**src/rtl/display_scroll_controller_pkg.sv**
```systemverilog
// Shared types and defaults for the scrolling display controller.
package display_scroll_controller_pkg;

  typedef enum logic [1:0] {
    IDLE    = 2'd0,
    REFRESH = 2'd1,
    WAIT    = 2'd2
  } state_t;

  localparam int MSG_DEPTH_DEFAULT = 16;

  // Four display digits per refresh burst; this is the last digit index.
  localparam logic [1:0] LAST_POS = 2'd3;

endpackage

```
**src/rtl/scroll_tick.sv**
```systemverilog
// Dwell counter between scroll steps: counts while enabled and pulses
// 'terminal' combinationally on the last cycle of each MAX_COUNT window.
module scroll_tick #(
  parameter int unsigned MAX_COUNT = 24'd10_000_000
) (
  input  logic clk,
  input  logic reset,
  input  logic enable,
  output logic terminal
);

  localparam int CW = (MAX_COUNT > 1) ? $clog2(MAX_COUNT) : 1;
  localparam logic [CW-1:0] LAST = CW'(MAX_COUNT - 1);

  logic [CW-1:0] count;

  assign terminal = enable && (count == LAST);

  // Count from zero on every entry into the enabled window; idle holds at zero.
  always_ff @(posedge clk) begin
    if (reset || !enable) count <= '0;
    else if (terminal)    count <= '0;
    else                  count <= count + CW'(1);
  end

endmodule

```
**src/rtl/display_scroll_controller.sv**
```systemverilog
// Scrolls a short 4-bit-character message across a 4-digit display by
// bursting four load strokes per step, then dwelling MAX_COUNT cycles.
module display_scroll_controller
  import display_scroll_controller_pkg::*;
#(
  parameter int unsigned MAX_COUNT = 24'd10_000_000,
  parameter int          MSG_DEPTH = MSG_DEPTH_DEFAULT
) (
  input  logic       clk,
  input  logic       reset,
  input  logic [3:0] wr_data,
  input  logic       wr_valid,
  output logic       wr_ready,
  input  logic       start,
  input  logic       clear,
  output logic [3:0] data,
  output logic [1:0] char_position,
  output logic       load,
  output logic       busy
);

  localparam int LW = $clog2(MSG_DEPTH + 1);
  localparam int IW = (MSG_DEPTH > 1) ? $clog2(MSG_DEPTH) : 1;

  state_t        state;
  logic [LW-1:0] len;
  logic [IW-1:0] offset;
  // Index of the character to present on the NEXT load stroke; outputs are
  // registered, so the read runs one stroke ahead of what the display sees.
  logic [IW-1:0] rd_idx;
  logic [1:0]    k;
  logic [3:0]    msg [MSG_DEPTH];
  logic          terminal;
  logic          wr_fire;
  logic [IW-1:0] next_off;

  // Advance a message index, wrapping to 0 after the last valid character.
  function automatic logic [IW-1:0] next_idx(input logic [IW-1:0] i,
                                             input logic [LW-1:0] n);
    next_idx = ((LW'(i) + LW'(1)) >= n) ? '0 : i + IW'(1);
  endfunction

  assign wr_ready = (state == IDLE) && (len < LW'(MSG_DEPTH));
  assign wr_fire  = wr_valid && wr_ready && !clear && !reset;
  assign busy     = (state != IDLE);
  assign next_off = next_idx(offset, len);

  scroll_tick #(.MAX_COUNT(MAX_COUNT)) u_tick (
    .clk      (clk),
    .reset    (reset || clear),
    .enable   (state == WAIT),
    .terminal (terminal)
  );

  // Message storage; contents are don't-care until len covers them.
  always_ff @(posedge clk) begin
    if (wr_fire) msg[len[IW-1:0]] <= wr_data;
  end

  // Control FSM with registered display outputs; clear behaves like reset.
  always_ff @(posedge clk) begin
    if (reset || clear) begin
      state         <= IDLE;
      len           <= '0;
      offset        <= '0;
      rd_idx        <= '0;
      k             <= '0;
      load          <= 1'b0;
      data          <= '0;
      char_position <= '0;
    end else begin
      if (wr_fire) len <= len + LW'(1);
      case (state)
        IDLE: begin
          if (start && (len != '0)) begin
            state         <= REFRESH;
            offset        <= '0;
            k             <= '0;
            load          <= 1'b1;
            data          <= msg[0];
            char_position <= '0;
            rd_idx        <= next_idx('0, len);
          end
        end
        REFRESH: begin
          if (k == LAST_POS) begin
            state         <= WAIT;
            load          <= 1'b0;
            data          <= '0;
            char_position <= '0;
          end else begin
            k             <= k + 2'd1;
            char_position <= k + 2'd1;
            data          <= msg[rd_idx];
            rd_idx        <= next_idx(rd_idx, len);
          end
        end
        WAIT: begin
          if (terminal) begin
            state         <= REFRESH;
            offset        <= next_off;
            k             <= '0;
            load          <= 1'b1;
            data          <= msg[next_off];
            char_position <= '0;
            rd_idx        <= next_idx(next_off, len);
          end
        end
        default: state <= IDLE;
      endcase
    end
  end

endmodule

```
**config.mk**
```make
export PLATFORM = sky130hd
export DESIGN_NAME = display_scroll_controller
export DESIGN_NICKNAME = d
export VERILOG_FILES = /design/src/rtl/display_scroll_controller_pkg.sv /design/src/rtl/scroll_tick.sv /design/src/rtl/display_scroll_controller.sv
export SDC_FILE = /design/constraint.sdc
export NUM_CORES = 1
export LEC_CHECK = 0
export CAP_MARGIN = 5
export CORE_MARGIN = 8
export CORE_UTILIZATION = 30
export CTS_CLUSTER_DIAMETER = 150
export DETAILED_ROUTE_END_ITERATION = 7
export GPL_ROUTABILITY_DRIVEN = 1
export PLACE_DENSITY_LB_ADDON = 0.1
export SKIP_CTS_REPAIR_TIMING = 1
export SYNTH_ARGS = -nofsm -noshare
export SYNTH_HDL_FRONTEND = slang
export SYNTH_SLANG_ARGS = --single-unit
```
**constraint.sdc**
```tcl
create_clock -name clk -period 4.3 [get_ports clk]
set_input_delay 0.645 -clock clk [delete_from_list [all_inputs] [get_ports clk]]
set_output_delay 0.645 -clock clk [all_outputs]
set_load 0.02 [all_outputs]
```
==> metrics.txt, run 1 <==
status finished, final reports clean; Clock Path Buffers 2; CTS Sinks 116; register area share after synthesis 50.25%; Synth Area in Compound Gates 11.16%; most numerous cell in the Yosys netlist edfxtp_1; R2R Setup Slk 0.53 ns; Hold Crit Depth 1; CTS root buffer clkbuf_16; hold_ws 0.4435 ns; clk_skew 0.01879 ns; Final Core Density 36.11%; Post-Synth Adder-Cell Area 5.942%; share of cells above drive strength 1 12.87%; sw power 546.1 uW; H-tree levels 4; synthesized instance count 529; Die H 156.2 um; PwrDens 386.3 nW/um^2; # DRC 0; antenna violations before repair 0; post-route ant nets 0; via count 4139; starting density of the core 30.39%; CP Data Required Time 4.56 ns; I/O Pins 18; first-pass detailed-route iteration total 4; mux cell area share after synthesis 11.63%; setup tns final 0 ns; HP Start u_tick.count[0]; endpoints failing setup 0; Die Area 24390 um^2; Area Growth Syn to Fin 18.82%; reg2reg path depth 18; Clock Latency Late Sink 0.42 ns; clock group share of total power 54.7%; IO Port Bufs 17; syn_area_per_cell 11.14 um^2; Area contributors post-synth edfxtp_1, dfxtp_1, mux4_2; Die W 156.2 um; synth cell count leaders edfxtp_1, nor2_1, dfxtp_1, nand2_1, ha_1; Worst R2R Start offset[1]; Synth Flop Type edfxtp_1; WL per Instance 18.41 um; sequential power share 43.4%; final hold vios 0; Slew Viols, Final 0; RePlAce Congestion 0.7955; Max Cap Viol 0; xor and xnor area share after synthesis 4.457%; Hold Path End u_tick.count[0]; TritonCTS clock tree built; Synth Area in Simple Gates 13.62%; Tcrit/Tclk final 87.70%; Seq cells post-synth 116; Peak VDD IR 0.2923 mV; Post-synth EDFFs 64; area leader, netlist edfxtp_1; RSZ-0062 raised after global routing no; post-DR vias/cell 4.975; sw frac 20.18%; Critical Path Fanout Max 5; synth warn 0; Peak Freq 265.2 MHz; Yosys cell types 59; Std-Cell Core Area 19400 um^2; critical path startpoint category flop; Crit Path Category flop to flop; gr ovfl total 0; Pleak 0.002324 uW; Mapped Nets 566; fraction of registers with async set/reset 0%; drt first-iter violations 333; Nets 591; ant diodes 0; endpoint type of the worst setup path flop; Worst-path clk slew 0.05 ns; share of the synthesized area in the top cell type 32.60%; Int Pwr 2160 uW; pin count of the biggest net entering global routing 25; met3 GRT Util 3.296%; Rel. slew slack 41.72%; Comb pwr share 1.9%; number of global-route vias before repair 4384; gr usage total 13.36%; first-pass GRT wire length 24470 um; grt peak-use layer met2; crit path time final 3.771 ns; met2 Use GR 21.78%; Worst Path Arrival 4.03 ns; Worst Hold Class flop to flop; Mapped Area 5896 um^2; total CTS buffers 17; DP HPWL 11250 um; Least-Margin Pin Slew 0.8676 ns; num rows 51; met1 usage 16.93%; largest family of logic cells by synthesized area simple AND/OR/NAND/NOR gates; Post-Route WL 15310 um
worst max-delay path by stage:
stage,from,endpoint,slack (ns),depth (start not counted)
floorplan,offset[0],flop,0.69,17
global placement,offset[0],flop,0.63,17
detailed placement,offset[1],flop,0.56,18
CTS,offset[1],flop,0.54,18
global route,offset[0],flop,0.20,17
finish,offset[1],flop,0.53,18
metrics by stage:
| stage | cells | power (uW) | instance area [um^2] | worst slack [ns] |
|---|---|---|---|---|
| 2_1_floorplan | 529 | 1220 | 5896 | 0.6872 |
| 3_3_place_gp | 800 | 1250 | 6389 | 0.6341 |
| 3_5_place_dp | 800 | 1250 | 6389 | 0.5578 |
| 4_1_cts | 832 | 2737 | 7005 | 0.5372 |
| 5_1_grt | 832 | 2789 | 7005 | 0.2013 |
| 6_report | 832 | 2706 | 7005 | 0.5290 |
state kept, by name, indices dropped and copies added (netlist names), named ones only:
register,cells
k,2
data,4
offset,4
rd_idx,4
char_position,2
load,1
msg,64
state,2
len,5
u_tick.count,24
routing by layer:
metal / wire length (um) / share of wire, % / up-vias
li1: - / - / 2017
met1: 7223 / 47 / 2035
met2: 7281 / 48 / 75
met3: 639 / 4.2 / 12
met4: 169 / 1.1 / 0
met5: 0 / 0 / -
power groups by stage:
stage               clock (uW)  combinational [uW]  sequential, uW
floorplan                    0                22.9            1200
global placement             0                52.6            1200
detailed placement           0                52.8            1200
CTS                       1510                52.7            1170
global route              1560                57.0            1170
finish                    1480                51.7            1170
cell families after synthesis:
logic type | Yosys count
XOR/XNOR | 30
multiplexers | 43
AND/OR/NAND/NOR | 174
adder cells (fa/ha/maj) | 28
flip-flops | 116
buffers and inverters | 42
AO/OA/AOI/OAI | 96
layout by cell type (no fill, tap or decap), types with 3 or more instances in the layout:
master / count
a21o_1: 4
o211ai_1: 3
mux4_2: 20
o21a_1: 4
a22o_1: 3
o21ai_0: 18
a31oi_1: 5
mux2i_1: 19
nor2_1: 59
bufinv_16: 4
a221oi_1: 4
ha_1: 28
a22oi_1: 5
clkinvlp_4: 5
clkbuf_1: 3
o2111ai_1: 3
xnor2_1: 17
clkdlybuf4s50_1: 17
mux2_2: 4
nor3_1: 13
nand3_1: 22
nand2b_1: 5
dfxtp_1: 52
nand2_1: 46
inv_1: 19
o31ai_1: 4
a211oi_1: 10
a21oi_1: 20
and3_1: 8
buf_4: 11
clkbuf_16: 17
xor2_1: 13
nor4_1: 3
edfxtp_1: 64
area by class of cell:
| class | count | area [um^2] |
|---|---|---|
| timing repair buffer | 28 | 252.7 |
| inverter | 20 | 75.07 |
| clock buffer | 20 | 436.7 |
| multi-input combinational | 371 | 2766 |
| clock inverter | 12 | 180.2 |
| fill | 1923 | 12390 |
| tap | 265 | 331.6 |
| sequential | 116 | 2963 |
critical path, stage by stage, from the launching register on:
cell	delay (ns)
dfxtp_1	0.36
ha_1	0.20
xnor2_1	0.12
buf_4	0.15
inv_1	0.04
ha_1	0.28
nand2_1	0.07
o21ai_0	0.33
a311o_1	0.28
clkinv_1	0.17
ha_1	0.26
xnor2_1	0.19
inv_1	0.07
ha_1	0.27
a21oi_1	0.05
o21ai_0	0.36
o221ai_1	0.19
o311ai_1	0.10
a21oi_1	0.13
Note: power is estimated with default switching activity, not from simulation.
==> run 2: changes to the inputs <==
- CORE_MARGIN: 8 -> unset
- GPL_ROUTABILITY_DRIVEN: 1 -> unset
- SYNTH_HIERARCHICAL: unset -> 1
==> run 2 against run 1 <==
  * Critical path depth decreased by 3
  * Setup slack improved by 0.063 ns
  * Clock-buffer cell count up 5
  * Combinational power shrank 8.3%
  * Die area down 15%
  * Wire length increased by 6.4%
  * Sequential power barely moved
  * Largest cell class unchanged
  * Critical path type unchanged
==> metrics.txt, run 2 <==
final hold vios 0 (unchanged); critical path, cell by cell ha_1, xor2_1, ha_1, a21o_1, a31oi_1, nor2_1, buf_4, or2_0, xnor2_1, ha_1, a21oi_1, o21ai_0, o221ai_1, nand3_1, a21oi_1; commonest non-fill, non-tap cell in the layout edfxtp_1; via count 4407 (+6.5%); Die Area 20750 um^2 (-15%); RePlAce Congestion 0.8301 (+4.3%); clk_skew 0.007038 ns (-0.01175 ns); WL per Instance 19.39 um (+5.3%); Setup Slack @ Placement 0.6646 ns (+0.1068 ns); Final Worst Setup Slack 0.5921 ns (+0.06312 ns); crit path time final 3.708 ns (-0.06312 ns); Cells after DPL 808 (+1.0%); Clock Latency Late Sink 0.42 ns (about the same); final std cells w/o fill 840 (+0.96%); flip-flop count of the largest register after layout 64 (unchanged); Post-Route WL 16290 um (+6.4%); Seq cells post-synth 116 (unchanged); gr ovfl total 0 (unchanged); Worst Hold Class flop to flop; Peak Freq 269.7 MHz (+1.7%); most used cell, CP ha_1; Clock Path Buffers 2 (unchanged); share of the synthesized area in the top cell type 31.75% (-0.85 points); reg2reg path depth 15 (-3); I/O Pins 18 (unchanged); Synth Flop Type edfxtp_1; critical path launch point offset[0]; gr usage total 16.90% (+3.5 points); critical path startpoint category flop; PwrDens 366.6 nW/um^2 (-5.1%); total CTS buffers 17 (unchanged); CP Data Required Time 4.63 ns (+0.07 ns); endpoint type of the worst setup path flop; Worst Path Arrival 4.04 ns (about the same); post-route ant nets 0 (unchanged); Post-synth EDFFs 64 (unchanged); RSZ-0062 raised after global routing no; drt first-iter violations 277 (-17%); Least-Margin Pin Slew 1.056 ns (+0.1884 ns); status finished, final reports clean; most frequent cells in the layout edfxtp_1, nor2_1, dfxtp_1; first-pass detailed-route iteration total 6 (+2); worst stage delay on the critical path 0.36 ns (about the same); Worst-path clk slew 0.06 ns (about the same); register area share after synthesis 48.95% (-1.3 points); H-tree levels 4 (unchanged); Max stage delay cell, worst path or2_0; CTS root buffer clkbuf_16; Slew Viols, Final 0 (unchanged); antenna violations before repair 0 (unchanged); Area contributors post-synth edfxtp_1, dfxtp_1, ha_1; syn_area_per_cell 11.15 um^2 (about the same); HP Start char_position[1]; most numerous cell in the Yosys netlist edfxtp_1; Critical Path Fanout Max 12 (+7); Mapped Nets 580 (+2.5%); DP HPWL 11770 um (+4.6%); pin count of the biggest net entering global routing 24 (-4.0%); Mapped Area 6053 um^2 (+2.7%); Nets 599 (+1.4%); fillers 1933 (+0.52%); num rows 51 (unchanged); area leader, netlist edfxtp_1; first-pass GRT wire length 25410 um (+3.9%); fraction of registers with async set/reset 0% (unchanged); Die H 144.1 um (-7.8%); synthesized instance count 543 (+2.6%); endpoints failing setup 0 (unchanged); starting density of the core 30.90% (+0.51 points); Peak VDD IR 0.2347 mV (-20%); IO Port Bufs 17 (unchanged); Rel. slew slack 29.51% (-12 points); post-DR vias/cell 5.246 (+5.5%); Area Growth Syn to Fin 16.76%; Crit Path Category flop to flop; Worst R2R Start offset[0]; synth cell count leaders edfxtp_1, nor2_1, dfxtp_1, nand2_1, ha_1; TritonCTS clock tree built; share of cells above drive strength 1 9.913% (-3.0 points); synth warn 6 (+6); Final Core Density 36.08% (about the same); ant diodes 0 (unchanged); number of global-route vias before repair 4326 (-1.3%); setup tns final 0 ns (unchanged); Tcrit/Tclk final 86.23% (-1.5 points); Pleak 0.002371 uW (+2.0%); Max Cap Viol 0 (unchanged); CTS Sinks 116 (unchanged); # DRC 0 (unchanged); R2R Setup Slk 0.59 ns (+0.06 ns); Std-Cell Core Area 19590 um^2 (+0.99%); Die W 144.1 um (-7.8%); Yosys cell types 60 (+1.7%)
## run 2: changes by cell type after synthesis, sizes merged, moves of 5 or more
cell,change
nor3,-8
mux2,+7
o22ai,+5
or3,+5
xor2,-7
a21oi,+5
a211oi,-8
## run 2: critical path, delay by kind of cell (launching register included)
family	cells	cell delay [ns]
buffers and inverters	1	0.19
flip-flops	1	0.32
XOR/XNOR	2	0.61
AO/OA/AOI/OAI	6	1.12
adder cells (fa/ha/maj)	3	0.81
AND/OR/NAND/NOR	3	0.56
## run 2: cell families after synthesis
logic type,Yosys count,share of synthesized area [%]
AND/OR/NAND/NOR,176,14.24
flip-flops,116,48.95
AO/OA/AOI/OAI,110,12.44
buffers and inverters,46,3.431
multiplexers,44,11.82
adder cells (fa/ha/maj),28,5.788
XOR/XNOR,23,3.328
## run 2: stage by stage
step,hold WS (ns),total power [uW],instance area [um^2]
final,0.4525,2591,7068
after global routing,0.4802,2673,7068
after CTS,0.4528,2622,7068
after detailed placement,0.4431,1245,6490
after global placement,0.4320,1245,6490
after floorplan,0.4176,1216,6053
## run 2: cell type report
type / instances / area, um^2 / share of cell area [%]
Sequential cell: 116 / 2963 / 41.92
Multi-Input combinational cell: 381 / 2883 / 40.79
Clock buffer: 25 / 538.0 / 7.612
Tap cell: 265 / 331.6 / 4.691
Timing Repair Buffer: 26 / 237.7 / 3.363
Inverter: 20 / 75.07 / 1.062
Clock inverter: 7 / 40.04 / 0.5665
## run 2: worst min path at each step
| stage | end | slack (ns) | cells past startpoint |
|---|---|---|---|
| 3_3_place_gp | u_tick/count[0] | 0.43 | 1 |
| 2_1_floorplan | u_tick/count[0] | 0.42 | 1 |
| 5_1_grt | u_tick/count[0] | 0.48 | 1 |
| 4_1_cts | u_tick/count[0] | 0.45 | 1 |
| 6_report | char_position[1] | 0.45 | 2 |
| 3_5_place_dp | char_position[0] | 0.44 | 2 |
## run 2: layer usage
metal  routed length, um  track usage, %  vias to the layer above
met1                7890           22.56                     2179
met4                 203           6.103                        0
met5                   0               0                        -
met3                 563           4.040                       16
li1                    -               -                     2114
met2                7630           26.52                       98
## run 2: power by group
part           total, uW  internal (uW)  leakage, uW  switching (uW)
sequential          1170           1170     0.000994            3.03
combinational       47.4           16.3      0.00109            31.0
clock               1370            863     0.000290             506
total               2590           2050      0.00237             540
